### config.mk
export PLATFORM = sky130hd
export DESIGN_NAME = fb_port_arbiter_flat
export DESIGN_NICKNAME = d
export VERILOG_FILES = /design/src/rtl/fb_port_arbiter_if.sv /design/src/rtl/fb_port_arbiter.sv /design/src/flat_wrapper.sv
export SDC_FILE = /design/constraint.sdc
export NUM_CORES = 1
export LEC_CHECK = 0
export BUFFER_PORTS_ARGS = -buffer_cell sky130_fd_sc_hd__buf_2
export CORE_MARGIN = 2
export CORE_UTILIZATION = 51
export CTS_BUF_LIST = sky130_fd_sc_hd__clkbuf_16
export CTS_CLUSTER_DIAMETER = 30
export DETAILED_ROUTE_END_ITERATION = 6
export PLACE_DENSITY = 0.83
export SETUP_SLACK_MARGIN = 0.05
export SLEW_MARGIN = 30
export SYNTH_ARGS = -nofsm -noshare
export SYNTH_HDL_FRONTEND = slang
export SYNTH_SLANG_ARGS = --single-unit
### constraint.sdc
create_clock -name clk_in -period 2.25 [get_ports clk_in]
set_input_delay 0.3375 -clock clk_in [delete_from_list [all_inputs] [get_ports clk_in]]
set_output_delay 0.3375 -clock clk_in [all_outputs]
set_load 0.01 [all_outputs]
### src/rtl/fb_port_arbiter_if.sv
`default_nettype none
// ============================================================================
// Module      : fb_port_arbiter_if
// Description : Bundles the scan-out read port, the camera write handshake,
//               the frame-buffer RAM port and the status flags of the
//               frame-buffer port arbiter.
//               slave  : arbiter view (requests in, RAM controls out)
//               master : requester / RAM / host view (mirror of slave)
// Revision    : 1.0 - initial release
// ============================================================================
interface fb_port_arbiter_if #(
    parameter int ADDR_W = 17,
    parameter int DATA_W = 8
);
    // scan-out read port
    logic              rd_req;
    logic [ADDR_W-1:0] rd_addr;
    logic              rd_valid;
    logic [DATA_W-1:0] rd_data;
    // camera write handshake
    logic              wr_valid;
    logic              wr_ready;
    logic [ADDR_W-1:0] wr_addr;
    logic [DATA_W-1:0] wr_data;
    // frame-buffer RAM port
    logic              ram_en;
    logic              ram_we;
    logic [ADDR_W-1:0] ram_addr;
    logic [DATA_W-1:0] ram_wdata;
    logic [DATA_W-1:0] ram_rdata;
    // status
    logic              starve;
    logic              addr_err;
    logic              flag_clr;

    modport slave (
        input  rd_req, rd_addr, wr_valid, wr_addr, wr_data, ram_rdata, flag_clr,
        output rd_valid, rd_data, wr_ready, ram_en, ram_we, ram_addr, ram_wdata,
               starve, addr_err
    );

    modport master (
        output rd_req, rd_addr, wr_valid, wr_addr, wr_data, ram_rdata, flag_clr,
        input  rd_valid, rd_data, wr_ready, ram_en, ram_we, ram_addr, ram_wdata,
               starve, addr_err
    );
endinterface
`default_nettype wire

### src/rtl/fb_port_arbiter.sv
`default_nettype none
// ============================================================================
// Module      : fb_port_arbiter
// Description : Shares a single-port frame-buffer RAM between the VGA
//               scan-out reader (strict priority) and the camera pixel
//               writer (one-entry holding register, valid/ready).
// Ports       : clk_in   - system clock, rising edge
//               rst_n    - asynchronous active-low reset
//               bus      - fb_port_arbiter_if.slave (read port, write
//                          handshake, RAM port, starve/addr_err/flag_clr)
// Revision    : 1.0 - initial release
// ============================================================================
module fb_port_arbiter #(
    parameter int ADDR_W   = 17,
    parameter int DATA_W   = 8,
    parameter int FB_DEPTH = 76800,
    parameter int RD_LAT   = 1,
    parameter int MAX_WAIT = 16
) (
    input  logic             clk_in,
    input  logic             rst_n,
    fb_port_arbiter_if.slave bus
);

    // One extra bit so FB_DEPTH == 2**ADDR_W still compares correctly.
    localparam logic [ADDR_W:0] C_DEPTH    = (ADDR_W+1)'(FB_DEPTH);
    localparam logic [7:0]      C_MAX_WAIT = 8'(MAX_WAIT);

    typedef enum logic [1:0] {
        GNT_NONE = 2'd0,
        GNT_RD   = 2'd1,
        GNT_WR   = 2'd2
    } gnt_e;

    gnt_e              w_gnt;
    logic              w_drain_now;
    logic              w_wr_ready;
    logic              w_accept;
    logic              w_in_range;

    logic              hold_full_q, hold_full_d;
    logic [ADDR_W-1:0] hold_addr_q, hold_addr_d;
    logic [DATA_W-1:0] hold_data_q, hold_data_d;
    logic [7:0]        wait_q,      wait_d;
    logic              starve_q,    starve_d;
    logic              addr_err_q,  addr_err_d;
    logic              ram_en_q,    ram_en_d;
    logic              ram_we_q,    ram_we_d;
    logic [ADDR_W-1:0] ram_addr_q,  ram_addr_d;
    logic [DATA_W-1:0] ram_wdata_q, ram_wdata_d;
    logic [RD_LAT+1:0] rd_pipe_q,   rd_pipe_d;
    logic [DATA_W-1:0] rd_data_q,   rd_data_d;

    // Reads always win; a held pixel only drains on a cycle with no read.
    always_comb begin
        w_gnt = GNT_NONE;
        if (bus.rd_req) begin
            w_gnt = GNT_RD;
        end else if (hold_full_q) begin
            w_gnt = GNT_WR;
        end
    end

    assign w_drain_now = (w_gnt == GNT_WR);
    // Gated by rst_n so the camera sees not-ready while reset is asserted.
    assign w_wr_ready  = rst_n && (!hold_full_q || w_drain_now);
    assign w_accept    = bus.wr_valid && w_wr_ready;
    assign w_in_range  = ({1'b0, bus.wr_addr} < C_DEPTH);

    always_comb begin
        hold_full_d = hold_full_q;
        hold_addr_d = hold_addr_q;
        hold_data_d = hold_data_q;
        wait_d      = wait_q;
        starve_d    = starve_q;
        addr_err_d  = addr_err_q;
        ram_en_d    = 1'b0;
        ram_we_d    = 1'b0;
        ram_addr_d  = ram_addr_q;
        ram_wdata_d = ram_wdata_q;

        // Out-of-range pixels are swallowed: handshake completes, nothing loads.
        if (w_accept && w_in_range) begin
            hold_full_d = 1'b1;
            hold_addr_d = bus.wr_addr;
            hold_data_d = bus.wr_data;
        end else if (w_drain_now) begin
            hold_full_d = 1'b0;
        end

        if (bus.flag_clr) begin
            starve_d   = 1'b0;
            addr_err_d = 1'b0;
        end

        if (w_drain_now) begin
            wait_d = 8'd0;
        end else if (hold_full_q && (wait_q != 8'hFF)) begin
            wait_d = wait_q + 8'd1;
            if (wait_d == C_MAX_WAIT) begin
                starve_d = 1'b1;
            end
        end

        if (w_accept && !w_in_range) begin
            addr_err_d = 1'b1;
        end

        case (w_gnt)
            GNT_RD: begin
                ram_en_d   = 1'b1;
                ram_addr_d = bus.rd_addr;
            end
            GNT_WR: begin
                ram_en_d    = 1'b1;
                ram_we_d    = 1'b1;
                ram_addr_d  = hold_addr_q;
                ram_wdata_d = hold_data_q;
            end
            default: ;
        endcase

        // Tap RD_LAT marks the cycle ram_rdata carries the requested pixel.
        rd_pipe_d = {rd_pipe_q[RD_LAT:0], bus.rd_req};
        rd_data_d = rd_pipe_q[RD_LAT] ? bus.ram_rdata : rd_data_q;
    end

    always_ff @(posedge clk_in or negedge rst_n) begin
        if (!rst_n) begin
            hold_full_q <= 1'b0;
            hold_addr_q <= '0;
            hold_data_q <= '0;
            wait_q      <= 8'd0;
            starve_q    <= 1'b0;
            addr_err_q  <= 1'b0;
            ram_en_q    <= 1'b0;
            ram_we_q    <= 1'b0;
            ram_addr_q  <= '0;
            ram_wdata_q <= '0;
            rd_pipe_q   <= '0;
            rd_data_q   <= '0;
        end else begin
            hold_full_q <= hold_full_d;
            hold_addr_q <= hold_addr_d;
            hold_data_q <= hold_data_d;
            wait_q      <= wait_d;
            starve_q    <= starve_d;
            addr_err_q  <= addr_err_d;
            ram_en_q    <= ram_en_d;
            ram_we_q    <= ram_we_d;
            ram_addr_q  <= ram_addr_d;
            ram_wdata_q <= ram_wdata_d;
            rd_pipe_q   <= rd_pipe_d;
            rd_data_q   <= rd_data_d;
        end
    end

    assign bus.wr_ready  = w_wr_ready;
    assign bus.ram_en    = ram_en_q;
    assign bus.ram_we    = ram_we_q;
    assign bus.ram_addr  = ram_addr_q;
    assign bus.ram_wdata = ram_wdata_q;
    assign bus.rd_valid  = rd_pipe_q[RD_LAT+1];
    assign bus.rd_data   = rd_data_q;
    assign bus.starve    = starve_q;
    assign bus.addr_err  = addr_err_q;

endmodule
`default_nettype wire
### src/flat_wrapper.sv
// flat-port wrapper written by rule: the top's interface ports become plain ports
module fb_port_arbiter_flat 
#(
    parameter int ADDR_W   = 17,
    parameter int DATA_W   = 8,
    parameter int FB_DEPTH = 76800,
    parameter int RD_LAT   = 1,
    parameter int MAX_WAIT = 16
)
  (clk_in, rst_n, bus_rd_req, bus_rd_addr, bus_wr_valid, bus_wr_addr, bus_wr_data, bus_ram_rdata, bus_flag_clr, bus_rd_valid, bus_rd_data, bus_wr_ready, bus_ram_en, bus_ram_we, bus_ram_addr, bus_ram_wdata, bus_starve, bus_addr_err);
  fb_port_arbiter_if #(.ADDR_W(ADDR_W), .DATA_W(DATA_W)) bus_i ();
  input  logic clk_in;
  input  logic rst_n;
  input wire logic [$bits(bus_i.rd_req)-1:0] bus_rd_req;
  input wire logic [$bits(bus_i.rd_addr)-1:0] bus_rd_addr;
  input wire logic [$bits(bus_i.wr_valid)-1:0] bus_wr_valid;
  input wire logic [$bits(bus_i.wr_addr)-1:0] bus_wr_addr;
  input wire logic [$bits(bus_i.wr_data)-1:0] bus_wr_data;
  input wire logic [$bits(bus_i.ram_rdata)-1:0] bus_ram_rdata;
  input wire logic [$bits(bus_i.flag_clr)-1:0] bus_flag_clr;
  output wire logic [$bits(bus_i.rd_valid)-1:0] bus_rd_valid;
  output wire logic [$bits(bus_i.rd_data)-1:0] bus_rd_data;
  output wire logic [$bits(bus_i.wr_ready)-1:0] bus_wr_ready;
  output wire logic [$bits(bus_i.ram_en)-1:0] bus_ram_en;
  output wire logic [$bits(bus_i.ram_we)-1:0] bus_ram_we;
  output wire logic [$bits(bus_i.ram_addr)-1:0] bus_ram_addr;
  output wire logic [$bits(bus_i.ram_wdata)-1:0] bus_ram_wdata;
  output wire logic [$bits(bus_i.starve)-1:0] bus_starve;
  output wire logic [$bits(bus_i.addr_err)-1:0] bus_addr_err;
  assign bus_i.rd_req = bus_rd_req;
  assign bus_i.rd_addr = bus_rd_addr;
  assign bus_i.wr_valid = bus_wr_valid;
  assign bus_i.wr_addr = bus_wr_addr;
  assign bus_i.wr_data = bus_wr_data;
  assign bus_i.ram_rdata = bus_ram_rdata;
  assign bus_i.flag_clr = bus_flag_clr;
  assign bus_rd_valid = bus_i.rd_valid;
  assign bus_rd_data = bus_i.rd_data;
  assign bus_wr_ready = bus_i.wr_ready;
  assign bus_ram_en = bus_i.ram_en;
  assign bus_ram_we = bus_i.ram_we;
  assign bus_ram_addr = bus_i.ram_addr;
  assign bus_ram_wdata = bus_i.ram_wdata;
  assign bus_starve = bus_i.starve;
  assign bus_addr_err = bus_i.addr_err;
  fb_port_arbiter #(.ADDR_W(ADDR_W), .DATA_W(DATA_W), .FB_DEPTH(FB_DEPTH), .RD_LAT(RD_LAT), .MAX_WAIT(MAX_WAIT)) u_core (.clk_in(clk_in), .rst_n(rst_n), .bus(bus_i));
endmodule
==> impl_metrics.tcl <==
set metrics [dict create \
    status "finished clean" \
    hold_class "input port to asynchronous set/reset pin" \
    syn2layout_area_growth_pct 25.9 \
    timing.critical_path.from "u_core.hold_full_q" \
    ys_seq_area_frac 0.583 \
    async_reset_ff_frac 1.00 \
    routed-wl-met2_um 2960 \
    drc_errors 0 \
    root_buffer "clkbuf_16" \
    swShare 0.244 \
    yosysTopAreaCellShare 0.583 \
    gp_congestion 0.832 \
    grt_pass1_vias 2356 \
    hold_viol_final 0 \
    ant_nets 0 \
    reg2regPathDepth 5 \
    row_count 28 \
    relSlewSlack 0.576 \
    fin_ws_ns 0.519 \
    rr_startpoint "u_core.hold_full_q" \
    p_per_area_mw_per_mm2 961 \
    drt-met1-wl_um 2610 \
    crit_fanout 21 \
    power_switching_w 0.000936 \
    max-cap-violations 0 \
    yosys_warnings 0 \
    worstSetupPathType "flip-flop to flip-flop" \
    firstDrtPassIters 4 \
    regToRegEndpoint "u_core.hold_data_q[7]" \
    crit_arrival_ns 1.94 \
    drive_gt1_frac 0.450 \
    drt-vias-per-instance 5.26 \
    cts_made_buffers 9 \
    ys_seq_elements 74 \
    coreArea_sq_mm 0.00596 \
    fp.dieH_um 82.9 \
    final_cell_mix "buf_2, dfrtp_1, nand2_1" \
    p_leak_nw 1.95 \
    p_comb_frac 0.178 \
    grt_setup_unrepaired "false" \
    fin_crit_sh 0.770 \
    dp.cells 404 \
    fin_setup_tns_ns 0 \
    cts.htree.levels 3 \
    wire_per_inst_um 14.8 \
    period_minus_slack_ns 1.73 \
    synth_top_area_cell "dfrtp_1" \
    vias 2195 \
    antenna_found_initial 0 \
    r2r_slack_ns 0.52 \
    ir_drop_mv 0.558 \
    dp_hpwl_um 4260 \
    seqPwrFrac 0.451 \
    layout_commonest_cell "buf_2" \
    cts_buffer_depth 2 \
    final-instance-count-excl-fill 417 \
    io_pins 94 \
    start_kind "flip-flop" \
    cts_hold_buf 0 \
    clk_pin_slew_worst_paths_ns 0.05 \
    crit_required_ns 2.46 \
    diodes 0 \
    synth_nets 302 \
    finalInstanceArea_sq_mm 0.00400 \
    synthTopCellsByArea "dfrtp_1, mux2_4, mux2_2" \
    postSynthAreaPerCell_sq_um 13.0 \
    portBuffers 93 \
    worst_pin_slew_ns 0.636 \
    grt_remaining_overflow 0 \
    fmax_ghz 0.578 \
    slew_viol_final 0 \
    clkSinkCount 74 \
    postCtsSetupRepairBufs 0 \
    place_ws_ns 0.264 \
    setup_violations 0 \
    place_area_sq_mm 0.00370 \
    ys.flop_type "dfrtp_1" \
    drtIter0Drc 148 \
    synthCells 245 \
    total_power_w 0.00384 \
    cts_repair_resize_count 0 \
    grt_first_pass_wirelength_um 11000 \
    grt_max_degree 75 \
    yosysUniqueCellTypes 31 \
    start_util 0.534 \
    top_layer_used "met4" \
    cts_tree "built" \
    end_kind "flip-flop" \
    clkPwrFrac 0.371 \
    wl_met3_um 565 \
    grt_use_total 0.202 \
    clk_latency_ns 0.32 \
    syn_area_sq_mm 0.00318 \
    num-nets-final 397 \
    die_w_um 82.9 \
    internal_power_w 0.00291 \
    die_area_sq_mm 0.00688 \
    fin_skew_ns 0.00582 \
    synth-edff-count 0 \
    wirelength_um 6190 \
]
layer usage:
| metal | track usage | up-vias |
|---|---|---|
| li1 | - | 1043 |
| met5 | 0 | - |
| met2 | 0.306 | 96 |
| met3 | 0.0855 | 6 |
| met4 | 0.0566 | 0 |
| met1 | 0.269 | 1050 |
worst max path at each step:
stage | slack, ns | endpoint
floorplan | 0.53 | u_core.hold_addr_q[10]
global placement | 0.30 | u_core.hold_data_q[7]
detailed placement | 0.26 | u_core.hold_data_q[7]
CTS | 0.52 | u_core.hold_data_q[7]
global route | 0.41 | u_core.bus.starve
finish | 0.52 | u_core.hold_data_q[7]
cell families (layout without fill, tap and decap cells):
group,Yosys count,in the layout,synth area share
simple gates,46,46,0.0665
flops,74,74,0.583
mux,57,57,0.218
buf+inv,20,117,0.0350
xor+xnor,3,3,0.00827
compound gates,43,43,0.0819
fa+ha+maj,2,2,0.00787
per-stage QoR:
| step | hold slack (ns) | util |
|---|---|---|
| floorplan | 0.0419 | - |
| global placement | 0.332 | 0.621 |
| detailed placement | 0.353 | 0.621 |
| CTS | 0.210 | 0.671 |
| global route | 0.204 | 0.672 |
| finish | 0.163 | 0.672 |
worst max-delay path, cell delays in order (launching register included):
cell	delay [ns]
dfrtp_1	0.38
nand2_1	0.15
nand3_1	0.21
a21oi_4	0.28
buf_12	0.24
mux2_2	0.35
Yosys cell counts, types with 3 or more instances:
cell and instances:
nor2_1 4, a21oi_1 7, clkbuf_1 9, mux2i_1 17, dfrtp_1 74, buf_2 3
nand3_1 5, o21ai_0 24, mux2_4 19, nand2_1 25, o31ai_1 3, xnor2_1 3
mux2_2 21, inv_1 6
state kept, by name, summed over array words and instances, names as in the netlist, 3 cells and up:
name                  flops
u_core.wait_q             8
u_core.bus.ram_wdata      8
u_core.bus.ram_addr      17
u_core.bus.rd_data        8
u_core.rd_pipe_q          3
u_core.hold_data_q        8
u_core.hold_addr_q       17
final cells by class:
class | count | area, sq um
fill | 460 | 1960
sequential | 74 | 1850
multi-input combinational | 151 | 1210
timing repair buffer | 98 | 522
clock buffer | 9 | 225
tap | 75 | 93.8
clock inverter | 4 | 70.1
inverter | 6 | 22.5
power groups by stage:
stage | registers, W | clock network, W | logic, W
2_1_floorplan | 0.00178 | 0 | 0.000381
3_5_place_dp | 0.00175 | 0 | 0.000693
5_1_grt | 0.00178 | 0.00154 | 0.000755
3_3_place_gp | 0.00174 | 0 | 0.000670
4_1_cts | 0.00173 | 0.00146 | 0.000695
6_report | 0.00173 | 0.00143 | 0.000685
No activity file was read; power rests on OpenSTA's default activity.
